--- config.mk ---
export PLATFORM = sky130hd
export DESIGN_NAME = uart_packetizer
export DESIGN_NICKNAME = d
export VERILOG_FILES = /design/src/rtl/uart_frame_pkg.sv /design/src/rtl/word_fifo.sv /design/src/rtl/uart_packetizer.sv
export SDC_FILE = /design/constraint.sdc
export NUM_CORES = 1
export LEC_CHECK = 0
export CORE_MARGIN = 5
export CORE_UTILIZATION = 57
export DETAILED_ROUTE_END_ITERATION = 6
export DONT_BUFFER_PORTS = 1
export PLACE_DENSITY = 0.86
export SYNTH_ARGS = -nofsm -noshare
export SYNTH_HDL_FRONTEND = slang
export SYNTH_SLANG_ARGS = --single-unit
--- constraint.sdc ---
create_clock -name clk -period 2.42 [get_ports clk]
set_input_delay 0.121 -clock clk [delete_from_list [all_inputs] [get_ports clk]]
set_output_delay 0.121 -clock clk [all_outputs]
set_load 0.1 [all_outputs]
--- src/rtl/uart_frame_pkg.sv ---
// Shared types and constants for the UART frame packetizer.
// The frame length depends on the UART_PACKETIZER_SEQ_EN build option.
package uart_frame_pkg;

  typedef enum logic [2:0] {
    IDLE,
    SYNC,
    SEQ,
    DATA,
    CSUM,
    GAP
  } state_t;

  localparam logic [7:0] SYNC_BYTE_DEFAULT = 8'hA5;

  // Bytes per frame: sync, optional sequence byte, data bytes, checksum.
  function automatic int frame_len(input int num_bytes);
`ifdef UART_PACKETIZER_SEQ_EN
    return num_bytes + 3;
`else
    return num_bytes + 2;
`endif
  endfunction

endpackage

--- src/rtl/word_fifo.sv ---
// Parameterized synchronous word FIFO with async active-low reset.
// DEPTH must be a power of 2 so the pointers wrap naturally.
module word_fifo #(
  parameter int WIDTH = 32,
  parameter int DEPTH = 4
) (
  input  logic                     clk,
  input  logic                     rst_n,
  input  logic                     push,
  input  logic [WIDTH-1:0]         push_data,
  input  logic                     pop,
  output logic [WIDTH-1:0]         pop_data,
  output logic                     full,
  output logic                     empty,
  output logic [$clog2(DEPTH):0]   count
);

  localparam int AW = $clog2(DEPTH);

  logic [WIDTH-1:0] mem [DEPTH];
  logic [AW-1:0]    wr_ptr;
  logic [AW-1:0]    rd_ptr;
  logic [AW:0]      cnt;
  logic             do_push;
  logic             do_pop;

  assign full     = (cnt == (AW+1)'(DEPTH));
  assign empty    = (cnt == '0);
  assign count    = cnt;
  assign pop_data = mem[rd_ptr];
  assign do_push  = push && !full;
  assign do_pop   = pop && !empty;

  always_ff @(posedge clk or negedge rst_n) begin
    if (!rst_n) begin
      wr_ptr <= '0;
      rd_ptr <= '0;
      cnt    <= '0;
    end else begin
      if (do_push) wr_ptr <= wr_ptr + 1'b1;
      if (do_pop)  rd_ptr <= rd_ptr + 1'b1;
      case ({do_push, do_pop})
        2'b10:   cnt <= cnt + 1'b1;
        2'b01:   cnt <= cnt - 1'b1;
        default: cnt <= cnt;
      endcase
    end
  end

  // Storage is data only; it needs no reset.
  always_ff @(posedge clk) begin
    if (do_push) mem[wr_ptr] <= push_data;
  end

endmodule

--- src/rtl/uart_packetizer.sv ---
// Buffers words and serializes each into a sync/data/checksum byte frame for a UART.
// Build option UART_PACKETIZER_SEQ_EN inserts a counted sequence byte after the sync byte.
module uart_packetizer
  import uart_frame_pkg::*;
#(
  parameter int          NUM_BYTES  = 4,
  parameter int          FIFO_DEPTH = 4,
  parameter logic [7:0]  SYNC_BYTE  = SYNC_BYTE_DEFAULT
) (
  input  logic                          clk,
  input  logic                          rst_n,
  input  logic                          word_valid,
  input  logic [8*NUM_BYTES-1:0]        word_data,
  output logic                          word_ready,
  output logic                          axiov,
  output logic [7:0]                    axiod,
  input  logic                          axioready,
  output logic [$clog2(FIFO_DEPTH):0]   fifo_count,
  output logic                          busy
);

  localparam int WORD_W = 8 * NUM_BYTES;
  localparam int IDX_W  = (NUM_BYTES > 1) ? $clog2(NUM_BYTES) : 1;

  state_t              state;
  state_t              ret_state;
  logic [IDX_W-1:0]    idx;
  logic [7:0]          csum;
  logic [WORD_W-1:0]   frame_reg;
  logic [WORD_W-1:0]   head;
  logic [7:0]          gap_byte;
  logic                full;
  logic                empty;
  logic                push;
  logic                pop;
  logic                xfer;
`ifdef UART_PACKETIZER_SEQ_EN
  logic [7:0]          seq;
`endif

  function automatic logic [7:0] pick_byte(input logic [WORD_W-1:0] w,
                                           input logic [IDX_W-1:0]  i);
    return w[8*i +: 8];
  endfunction

  // No pass-through: a full FIFO refuses even when the head is popped this cycle.
  assign word_ready = rst_n && !full;
  assign push       = word_valid && word_ready;
  assign pop        = (state == IDLE) && !empty;
  assign xfer       = axiov && axioready;
  assign busy       = (state != IDLE) || (fifo_count != '0);

  word_fifo #(
    .WIDTH (WORD_W),
    .DEPTH (FIFO_DEPTH)
  ) u_fifo (
    .clk       (clk),
    .rst_n     (rst_n),
    .push      (push),
    .push_data (word_data),
    .pop       (pop),
    .pop_data  (head),
    .full      (full),
    .empty     (empty),
    .count     (fifo_count)
  );

  always_ff @(posedge clk) begin
    if (pop) frame_reg <= head;
  end

  // Byte presented when the gap ends; idx and csum were already updated at the transfer.
  always_comb begin
    gap_byte = 8'h00;
    case (ret_state)
`ifdef UART_PACKETIZER_SEQ_EN
      SEQ:     gap_byte = seq;
`endif
      DATA:    gap_byte = pick_byte(frame_reg, idx);
      CSUM:    gap_byte = csum;
      default: gap_byte = 8'h00;
    endcase
  end

  always_ff @(posedge clk or negedge rst_n) begin
    if (!rst_n) begin
      state     <= IDLE;
      ret_state <= IDLE;
      idx       <= '0;
      csum      <= 8'h00;
      axiov     <= 1'b0;
      axiod     <= 8'h00;
`ifdef UART_PACKETIZER_SEQ_EN
      seq       <= 8'h00;
`endif
    end else begin
      case (state)
        IDLE: begin
          if (!empty) begin
            csum  <= 8'h00;
            axiov <= 1'b1;
            axiod <= SYNC_BYTE;
            state <= SYNC;
          end
        end
        SYNC: begin
          if (xfer) begin
            axiov <= 1'b0;
            idx   <= IDX_W'(NUM_BYTES - 1);
            state <= GAP;
`ifdef UART_PACKETIZER_SEQ_EN
            ret_state <= SEQ;
`else
            ret_state <= DATA;
`endif
          end
        end
`ifdef UART_PACKETIZER_SEQ_EN
        SEQ: begin
          if (xfer) begin
            axiov     <= 1'b0;
            csum      <= csum + axiod;
            state     <= GAP;
            ret_state <= DATA;
          end
        end
`endif
        DATA: begin
          if (xfer) begin
            axiov <= 1'b0;
            csum  <= csum + axiod;
            state <= GAP;
            if (idx == '0) begin
              ret_state <= CSUM;
            end else begin
              ret_state <= DATA;
              idx       <= idx - 1'b1;
            end
          end
        end
        CSUM: begin
          if (xfer) begin
            axiov     <= 1'b0;
            state     <= GAP;
            ret_state <= IDLE;
`ifdef UART_PACKETIZER_SEQ_EN
            seq       <= seq + 8'h01;
`endif
          end
        end
        GAP: begin
          state <= ret_state;
          if (ret_state != IDLE) begin
            axiov <= 1'b1;
            axiod <= gap_byte;
          end
        end
        default: begin
          state <= IDLE;
          axiov <= 1'b0;
        end
      endcase
    end
  end

endmodule

==> impl_metrics.ini, run 1 <==
[finish]
drive_above_1_share_pct = 23.5
final_common_cell = edfxtp_1
nFillCells = 820
final_cell_mix = edfxtp_1, mux4_2, dlygate4sd3_1
area_growth_pct = 17.4
postLayoutCoreUtil_pct = 68.2
largest_register_ffs = 128
fin_area_um2 = 8990
nNetsFinal = 528
antenna_cells = 0

[global_route]
grt_max_degree = 36
grtUsageTotal_pct = 18.8
grt_pass1_vias = 4148
antenna_found_initial = 0
gr-total-overflow = 0
grt_pass1_wl_mm = 22.7

[yosys]
synth_mux_area_share_pct = 12.3
ys_warn_count = 0
synth_area_leader_cell = edfxtp_1
synth_top_family_by_area = multiplexers
syn_area_per_cell_um2 = 18.7
synth_compound_area_share_pct = 4.39
synth_edf_count = 160
synthTopCellsByArea = edfxtp_1, mux4_2, dfrtp_1, ha_1, nand2_1
synth-adder-area-share_pct = 3.14
async_flop_share_pct = 16.2
netlist.area_leader.share_pct = 62.7
synth_seq_cells = 191
synth_area_um2 = 7660
netlist_instances = 410
synthSimpleGateAreaFrac_pct = 4.51
ys_types = 44
synthFlopType = edfxtp_1
synthXorXnorAreaFrac_pct = 1.14
ys_seq_area_share_pct = 72.8
syn_nets = 464

[power_and_ir_drop]
combPwrFrac_pct = 11.0
p_clk_share_pct = 34.2
pwr-share-seq_pct = 54.8
irDropWorstVdd_uv = 927
p_switching_mw = 1.80
switching_share_pct = 24.9
powerDensity_nw_per_um2 = 805
p_int_mw = 5.44
power_mw = 7.24
p_leak_nw = 3.16

[routing]
ant_nets = 0
drt_iter0_drc = 288
vias_per_cell = 5.82
vias = 3855
drt_first_pass_iters = 4
detail_route.wl_per_cell_um = 21.2
wl_mm = 14.1
drc = 0

[hold_path]
hold_path_depth = 3
hp-class = input pin to register

[setup_path]
crit_type = register to register
cp.arrival_ns = 2.42
critPathLaunchType = register
r2r_cells = 9
crit_required_ns = 2.76
path_max_fanout = 4
rrSetupSlack_ns = 0.33
worstSetupEndpointType = register

[clocking]
htreeDepth = 4
numCtsBuffers = 17
cts_tree = built
ctsResizeCount = 0
root_buffer = clkbuf_16
cts_buffer_depth = 2
ctsHoldBuffers = 36
clkLatencyLatePin_ns = 0.42
cts.sinks = 191
cts_setup_buffers = 0
clk_pin_slew_ns = 0.06

[timing]
setup_ws_ns = 0.334
tightest_slew_ns = 0.496
setup_violations = 0
hold_viol = 0
rsz0062_at_grt = no
slew-limit-headroom_pct = 67.0
clock-skew-final_ns = 0.0100
finalSetupTns_ns = 0
finalMaxSlewViolations = 0
fin_crit_sh_pct = 86.2
period_minus_slack_ns = 2.09
max_freq_ghz = 0.479

[run_status]
status = complete, no violations

[floorplan]
die_area_um2 = 15900
io_pins = 50
start_util_pct = 58.1
core_area_um2 = 13200
fp-row-count = 42
die_w_um = 126
dieHeight_um = 126

[run]
drv_cap = 0

[placed_design]
place_congestion = 0.804
portBuffers = 0
post_dp_cell_area_um2 = 8110
post-dp-hpwl_mm = 8.61
dp_slack_ns = 0.364
kinds of logic after synthesis:
logic type | Yosys count
flip-flops | 191
buffers and inverters | 29
AO/OA/AOI/OAI | 52
AND/OR/NAND/NOR | 66
multiplexers | 44
XOR/XNOR | 10
adder cells (fa/ha/maj) | 18
path summary, 6_finish.rpt:
path	start	end
max	state[1]	u_fifo.count[2]
min	axioready	state[1]
max reg2reg	state[1]	u_fifo.count[2]
min reg2reg	csum[7]	csum[7]
max in group asynchronous	rst_n	u_fifo.count[0]
min in group asynchronous	rst_n	ret_state[1]
Yosys cell counts (2+ instances only):
master and instances:
nor2b_1 3, a31oi_1 2, nand2_1 21, fa_1 2, a21oi_1 14, mux2_2 2
mux4_2 40, nor2_1 12, xor2_1 3, and2_1 4, clkbuf_1 7, buf_2 7
o21ai_1 6, nand3_1 3, a22o_1 7, mux2i_1 2, and3_1 5, o21ai_0 8
xnor2_1 7, ha_1 16, edfxtp_1 160, a22oi_1 5, dfrtp_1 31, a21o_1 5
a311oi_1 2, inv_1 12, nand2b_1 4, nor3_1 4
metal layers:
metal	wire length (µm)	track usage, %
met2	7570	32.2
met1	5460	23.7
met3	905	5.63
met4	112	4.79
met5	0	0
area by class of cell:
type	count	area [µm²]	area share, %
Clock inverter	12	86.3	0.960
Clock buffer	19	433	4.81
Tap cell	176	220	2.45
Timing Repair Buffer	61	621	6.90
Multi-Input combinational cell	190	1990	22.1
Sequential cell	191	5590	62.2
Inverter	13	53.8	0.598
per-stage QoR:
step / hold WS [ns] / std cells
6_report: 0.0148 / 662
2_1_floorplan: -0.175 / 410
3_5_place_dp: -0.173 / 595
4_1_cts: 0.00142 / 662
3_3_place_gp: -0.173 / 595
5_1_grt: 0.0123 / 662
critical path: stages (launching register included):
cell and delay, ns:
dfrtp_1 0.38, nor3_1 0.28, nand2b_1 0.24, inv_4 0.12, ha_4 0.14, inv_2 0.04, fa_2 0.38, xor2_1 0.15
nor2_1 0.12, xor2_1 0.16
power by group through the flow:
| stage | clock, mW | combinational (mW) | sequential [mW] |
|---|---|---|---|
| 2_1_floorplan | 0 | 0.319 | 4.19 |
| 3_3_place_gp | 0 | 0.694 | 4.01 |
| 3_5_place_dp | 0 | 0.709 | 4.03 |
| 4_1_cts | 2.52 | 0.803 | 3.97 |
| 5_1_grt | 2.69 | 0.844 | 3.99 |
| 6_report | 2.48 | 0.793 | 3.97 |
No activity file was read; power rests on OpenSTA's default activity.
==> run 2: changes to the inputs <==
--- a/config.mk
+++ b/config.mk
@@ -5,6 +5,7 @@
 export SDC_FILE = /design/constraint.sdc
 export NUM_CORES = 1
 export LEC_CHECK = 0
+export ABC_AREA = 1
 export CORE_MARGIN = 5
 export CORE_UTILIZATION = 57
 export DETAILED_ROUTE_END_ITERATION = 6
==> impl_metrics.ini, run 2 <==
[global_route]
grtUsageTotal_pct = 21.0
grt_max_degree = 66
grt_pass1_wl_mm = 26.0
antenna_found_initial = 0
gr-total-overflow = 0
grt_pass1_vias = 5196

[power_and_ir_drop]
pwr-share-seq_pct = 41.9
powerDensity_nw_per_um2 = 1290
switching_share_pct = 39.7
p_switching_mw = 4.71
p_leak_nw = 3.43
p_int_mw = 7.16
irDropWorstVdd_uv = 803
power_mw = 11.9
combPwrFrac_pct = 35.6
p_clk_share_pct = 22.5

[setup_path]
cp.arrival_ns = 2.48
crit_path_frequent_cell = nor2_1
critPathLaunch = u_fifo.count[0]
crit_path_cell_trace = inv_4 > nand3_1 > nand2_2 > clkinvlp_4 > ha_4 > inv_2 > fa_1 > nor2_1 > nor2_1 > nand2_1 > xor2_1
slowest_stage = dfrtp_4
crit_type = register to register
path_buf_inv = 3
worst_path_largest_cell_delay_ns = 0.64
path_max_fanout = 3
reg2reg_from = u_fifo.count[0]
worstSetupEndpointType = register
crit_family = flip-flops
critPathLaunchType = register
crit_required_ns = 2.77

[floorplan]
die_w_um = 127
io_pins = 50
core_area_um2 = 13700
die_area_um2 = 16200
dieHeight_um = 127
fp-row-count = 43
start_util_pct = 57.3

[placed_design]
dp.cells = 829
post-dp-hpwl_mm = 9.82
post_dp_cell_area_um2 = 8280
place_congestion = 0.852
dp_slack_ns = 0.293
portBuffers = 0

[yosys]
async_flop_share_pct = 16.2
ys_types = 28
synth_area_leader_cell = edfxtp_1
synth_seq_cells = 191
ys_warn_count = 0
synthFlopType = edfxtp_1
synth_area_um2 = 7860
netlist_instances = 652
synth.most_common_cell = edfxtp_1
ys_seq_area_share_pct = 71.0
synthTopCellsByArea = edfxtp_1, dfrtp_1, nand2_1, o21ai_0, nor2_1
syn_area_per_cell_um2 = 12.1
ys_top_cells_by_count = edfxtp_1, nand2_1, nor2_1
netlist.area_leader.share_pct = 61.1
syn_nets = 706
synth_edf_count = 160

[timing]
max_freq_ghz = 0.470
setup_ws_ns = 0.293
period_minus_slack_ns = 2.13
fin_crit_sh_pct = 87.9
rsz0062_at_grt = no
finalSetupTns_ns = 0
tightest_slew_ns = 0.614
clock-skew-final_ns = 0.00662
slew-limit-headroom_pct = 59.1
setup_violations = 0
finalMaxSlewViolations = 0
hold_viol = 0
holdWs_ns = 0.0823

[finish]
final_cells = 896
antenna_cells = 0
nNetsFinal = 757
postLayoutCoreUtil_pct = 67.1
area_growth_pct = 17.2
multi_input_area_um2 = 2060
final_common_cell = edfxtp_1
seqCellArea_um2 = 5590
nFillCells = 900
drive_above_1_share_pct = 12.0
fin_area_um2 = 9210
final_cell_mix = edfxtp_1, nand2_1, nor2_1
largest_register_ffs = 128

[routing]
wl_mm = 16.6
vias_per_cell = 5.80
maxUsedRoutingLayer = met4
vias = 5195
wl_met1_mm = 6.41
wl_met2_mm = 8.52
drc = 0
wl_met3_mm = 1.17
drt_iter0_drc = 508
ant_nets = 0
detail_route.wl_per_cell_um = 18.5
drt_first_pass_iters = 7

[clocking]
cts_buffer_depth = 2
root_buffer = clkbuf_16
clk_pin_slew_ns = 0.07
cts.sinks = 191
htreeDepth = 4
cts_tree = built
clkLatencyLatePin_ns = 0.43
ctsResizeCount = 0
numCtsBuffers = 17

[run]
drv_cap = 0

[hold_path]
holdCritStartpoint = axioready
hp-class = input pin to register

[run_status]
status = complete, no violations
==> run 2: final timing paths <==
path                                   endpoint  slack [ns]  cells past startpoint
worst max-delay path            u_fifo.count[2]        0.29                     11
max in group asynchronous       u_fifo.count[0]        2.10                      2
worst min register to register          csum[0]        0.51                      2
worst min-delay path               ret_state[1]        0.08                      2
worst max register to register  u_fifo.count[2]        0.29                     11
min in group asynchronous                 axiov        0.13                      2
==> run 2: routing by layer <==
metal	track usage (%)	vias up
met5	0	-
met2	36.1	257
met4	10.0	0
met1	25.4	2504
met3	4.43	45
li1	-	2389
==> run 2: kinds of logic (layout without fill, tap and decap cells) <==
| group | count (synthesis) | count (layout) | share of synthesized area, % |
|---|---|---|---|
| simple gates | 242 | 242 | 13.0 |
| compound gates | 122 | 122 | 8.34 |
| buf+inv | 71 | 135 | 3.66 |
| xor+xnor | 8 | 8 | 0.892 |
| fa+ha+maj | 18 | 18 | 3.06 |
| flops | 191 | 191 | 71.0 |
==> run 2: what timing repair did <==
item / in CTS / in global routing
buffers inserted: 0 / 0
hold endpoints to repair: 161 / 0
hold buffers: 35 / 0
==> run 2: final cells by class <==
class / count / share of cell area (%)
Inverter: 46 / 1.97
Sequential cell: 191 / 60.7
Clock inverter: 13 / 1.44
Timing Repair Buffer: 57 / 6.39
Tap cell: 180 / 2.45
Multi-Input combinational cell: 390 / 22.3
Clock buffer: 19 / 4.70
==> run 2: power groups by stage <==
stage,Clock (mW),Sequential (mW),Combinational (mW)
2_1_floorplan,0,5.35,2.62
3_3_place_gp,0,4.98,3.89
3_5_place_dp,0,5.02,4.05
4_1_cts,2.67,4.97,4.21
5_1_grt,2.85,5.02,4.60
6_report,2.66,4.97,4.23
==> run 3: changes to the inputs <==
--- a/config.mk
+++ b/config.mk
@@ -10,7 +10,7 @@
 export CORE_UTILIZATION = 57
 export DETAILED_ROUTE_END_ITERATION = 6
 export DONT_BUFFER_PORTS = 1
-export PLACE_DENSITY = 0.86
+export PLACE_DENSITY = 0.79
 export SYNTH_ARGS = -nofsm -noshare
 export SYNTH_HDL_FRONTEND = slang
 export SYNTH_SLANG_ARGS = --single-unit
==> impl_metrics.ini, run 3 (synthesis results as in run 2) <==
[routing]
drc = 0
vias = 5054
drt_first_pass_iters = 5
detail_route.wl_per_cell_um = 17.8
wl_mm = 15.9
ant_nets = 0
vias_per_cell = 5.64
drt_iter0_drc = 411

[floorplan]
core_area_um2 = 13700
io_pins = 50
die_area_um2 = 16200
fp-row-count = 43
die_w_um = 127
dieHeight_um = 127
start_util_pct = 57.3

[timing]
tightest_slew_ns = 0.623
max_freq_ghz = 0.476
period_minus_slack_ns = 2.10
setup_ws_ns = 0.317
setup_violations = 0
fin_crit_sh_pct = 86.9
rsz0062_at_grt = no
slew-limit-headroom_pct = 58.4
finalMaxSlewViolations = 0
clock-skew-final_ns = 0.0132
holdWs_ns = 0.0958
hold_viol = 0

[global_route]
grtUsageTotal_pct = 20.5
grt_pass1_vias = 5082
grt_max_degree = 66
antenna_found_initial = 0
gr-total-overflow = 0
grt_pass1_wl_mm = 25.5

[setup_path]
crit_required_ns = 2.76
path_buf_inv = 3
crit_type = register to register
crit_family = flip-flops
crit_path_cell_trace = inv_4 > nand3_1 > nand2_2 > clkinvlp_4 > ha_4 > inv_2 > fa_1 > nor2_1 > nor2_1 > nand2_1 > xor2_1
r2r_cells = 11
crit_path_frequent_cell = nor2_1
path_depth = 11
critPathLaunchType = register
worst_path_largest_cell_delay_ns = 0.64
path_max_fanout = 3
slowest_stage = dfrtp_4
worstSetupEndpointType = register
cp.arrival_ns = 2.44

[finish]
final_cell_mix = edfxtp_1, nand2_1, nor2_1
largest_register_ffs = 128
drive_above_1_share_pct = 12.0
area_growth_pct = 17.2
antenna_cells = 0
final_common_cell = edfxtp_1
fin_area_um2 = 9210
nNetsFinal = 757

[clocking]
clkLatencyLatePin_ns = 0.43
htreeDepth = 4
ctsResizeCount = 0
cts.sinks = 191
cts_buffer_depth = 2
cts_setup_buffers = 0
numCtsBuffers = 17
cts_tree = built
clk_pin_slew_ns = 0.07
root_buffer = clkbuf_16

[placed_design]
portBuffers = 0
place_congestion = 0.840
post_dp_cell_area_um2 = 8250
dp_slack_ns = 0.315
post-dp-hpwl_mm = 9.84

[power_and_ir_drop]
p_leak_nw = 3.45
irDropWorstVdd_uv = 701
powerDensity_nw_per_um2 = 1300
power_mw = 12.0

[hold_path]
hold_path_depth = 2
hp-class = input pin to register

[run]
drv_cap = 0

[run_status]
status = complete, no violations
[run 3: changes by cell type in the layout (fill, tap and decap cells not counted), moves of 2 or more]
cell and change:
buf_12 -3, buf_4 +3, bufinv_16 +2, clkinv_4 -2, inv_6 +2
[run 3: cell type report]
class,instances,area (µm²)
Sequential cell,191,5590
Fill cell,966,4510
Multi-Input combinational cell,390,2060
Timing Repair Buffer,57,551
Clock buffer,18,429
Tap cell,180,225
Inverter,46,181
Clock inverter,14,178
[run 3: per-layer routing]
layer  share of wire (%)  GRT usage [%]  up-vias  wire length (µm)
li1                    -              -     2396                 -
met1                  40           25.1     2436              6400
met2                  51           35.7      191              8160
met3                 6.5           4.22       31              1030
met4                 2.0           7.76        0               323
met5                   0              0        -                 0
[run 3: report_power, final]
| group | internal (mW) | switching (mW) | total, mW |
|---|---|---|---|
| sequential | 4.50 | 0.464 | 4.96 |
| clock | 1.64 | 1.21 | 2.86 |
| combinational | 1.20 | 2.94 | 4.14 |
| total | 7.34 | 4.62 | 12.0 |
[run 3: path summary, 6_finish.rpt]
path	start	endpoint	slack [ns]
setup / recovery	u_fifo.count[0]	u_fifo.count[2]	0.32
hold / removal	axioready	ret_state[1]	0.1
setup reg to reg	u_fifo.count[0]	u_fifo.count[2]	0.32
hold reg to reg	csum[0]	csum[0]	0.52
max in group asynchronous	rst_n	u_fifo.count[1]	2.08
min in group asynchronous	rst_n	axiod[7]	0.15
[run 3: through the flow]
stage,util (%),setup TNS [ns],instances
floorplan,-,-18.66,652
global placement,60.1,0,829
detailed placement,60.1,0,829
CTS,67.2,0,896
global route,67.2,0,896
finish,67.2,0,896
[run 3: worst reg2reg max path, delay by kind of cell, from the launching register on]
kind                       cells  cell delay (ns)
and+or+nand+nor                5             0.50
DFF                            1             0.64
buffers and inverters          3             0.23
xor gates and xnor gates       1             0.15
adders and majority gates      2             0.49
[run 3: timing repair]
| action | 4_1_cts | 5_1_grt |
|---|---|---|
| hold buffers | 35 | 0 |
| setup endpoints to repair | 0 | 0 |
| hold endpoints to repair | 161 | 0 |
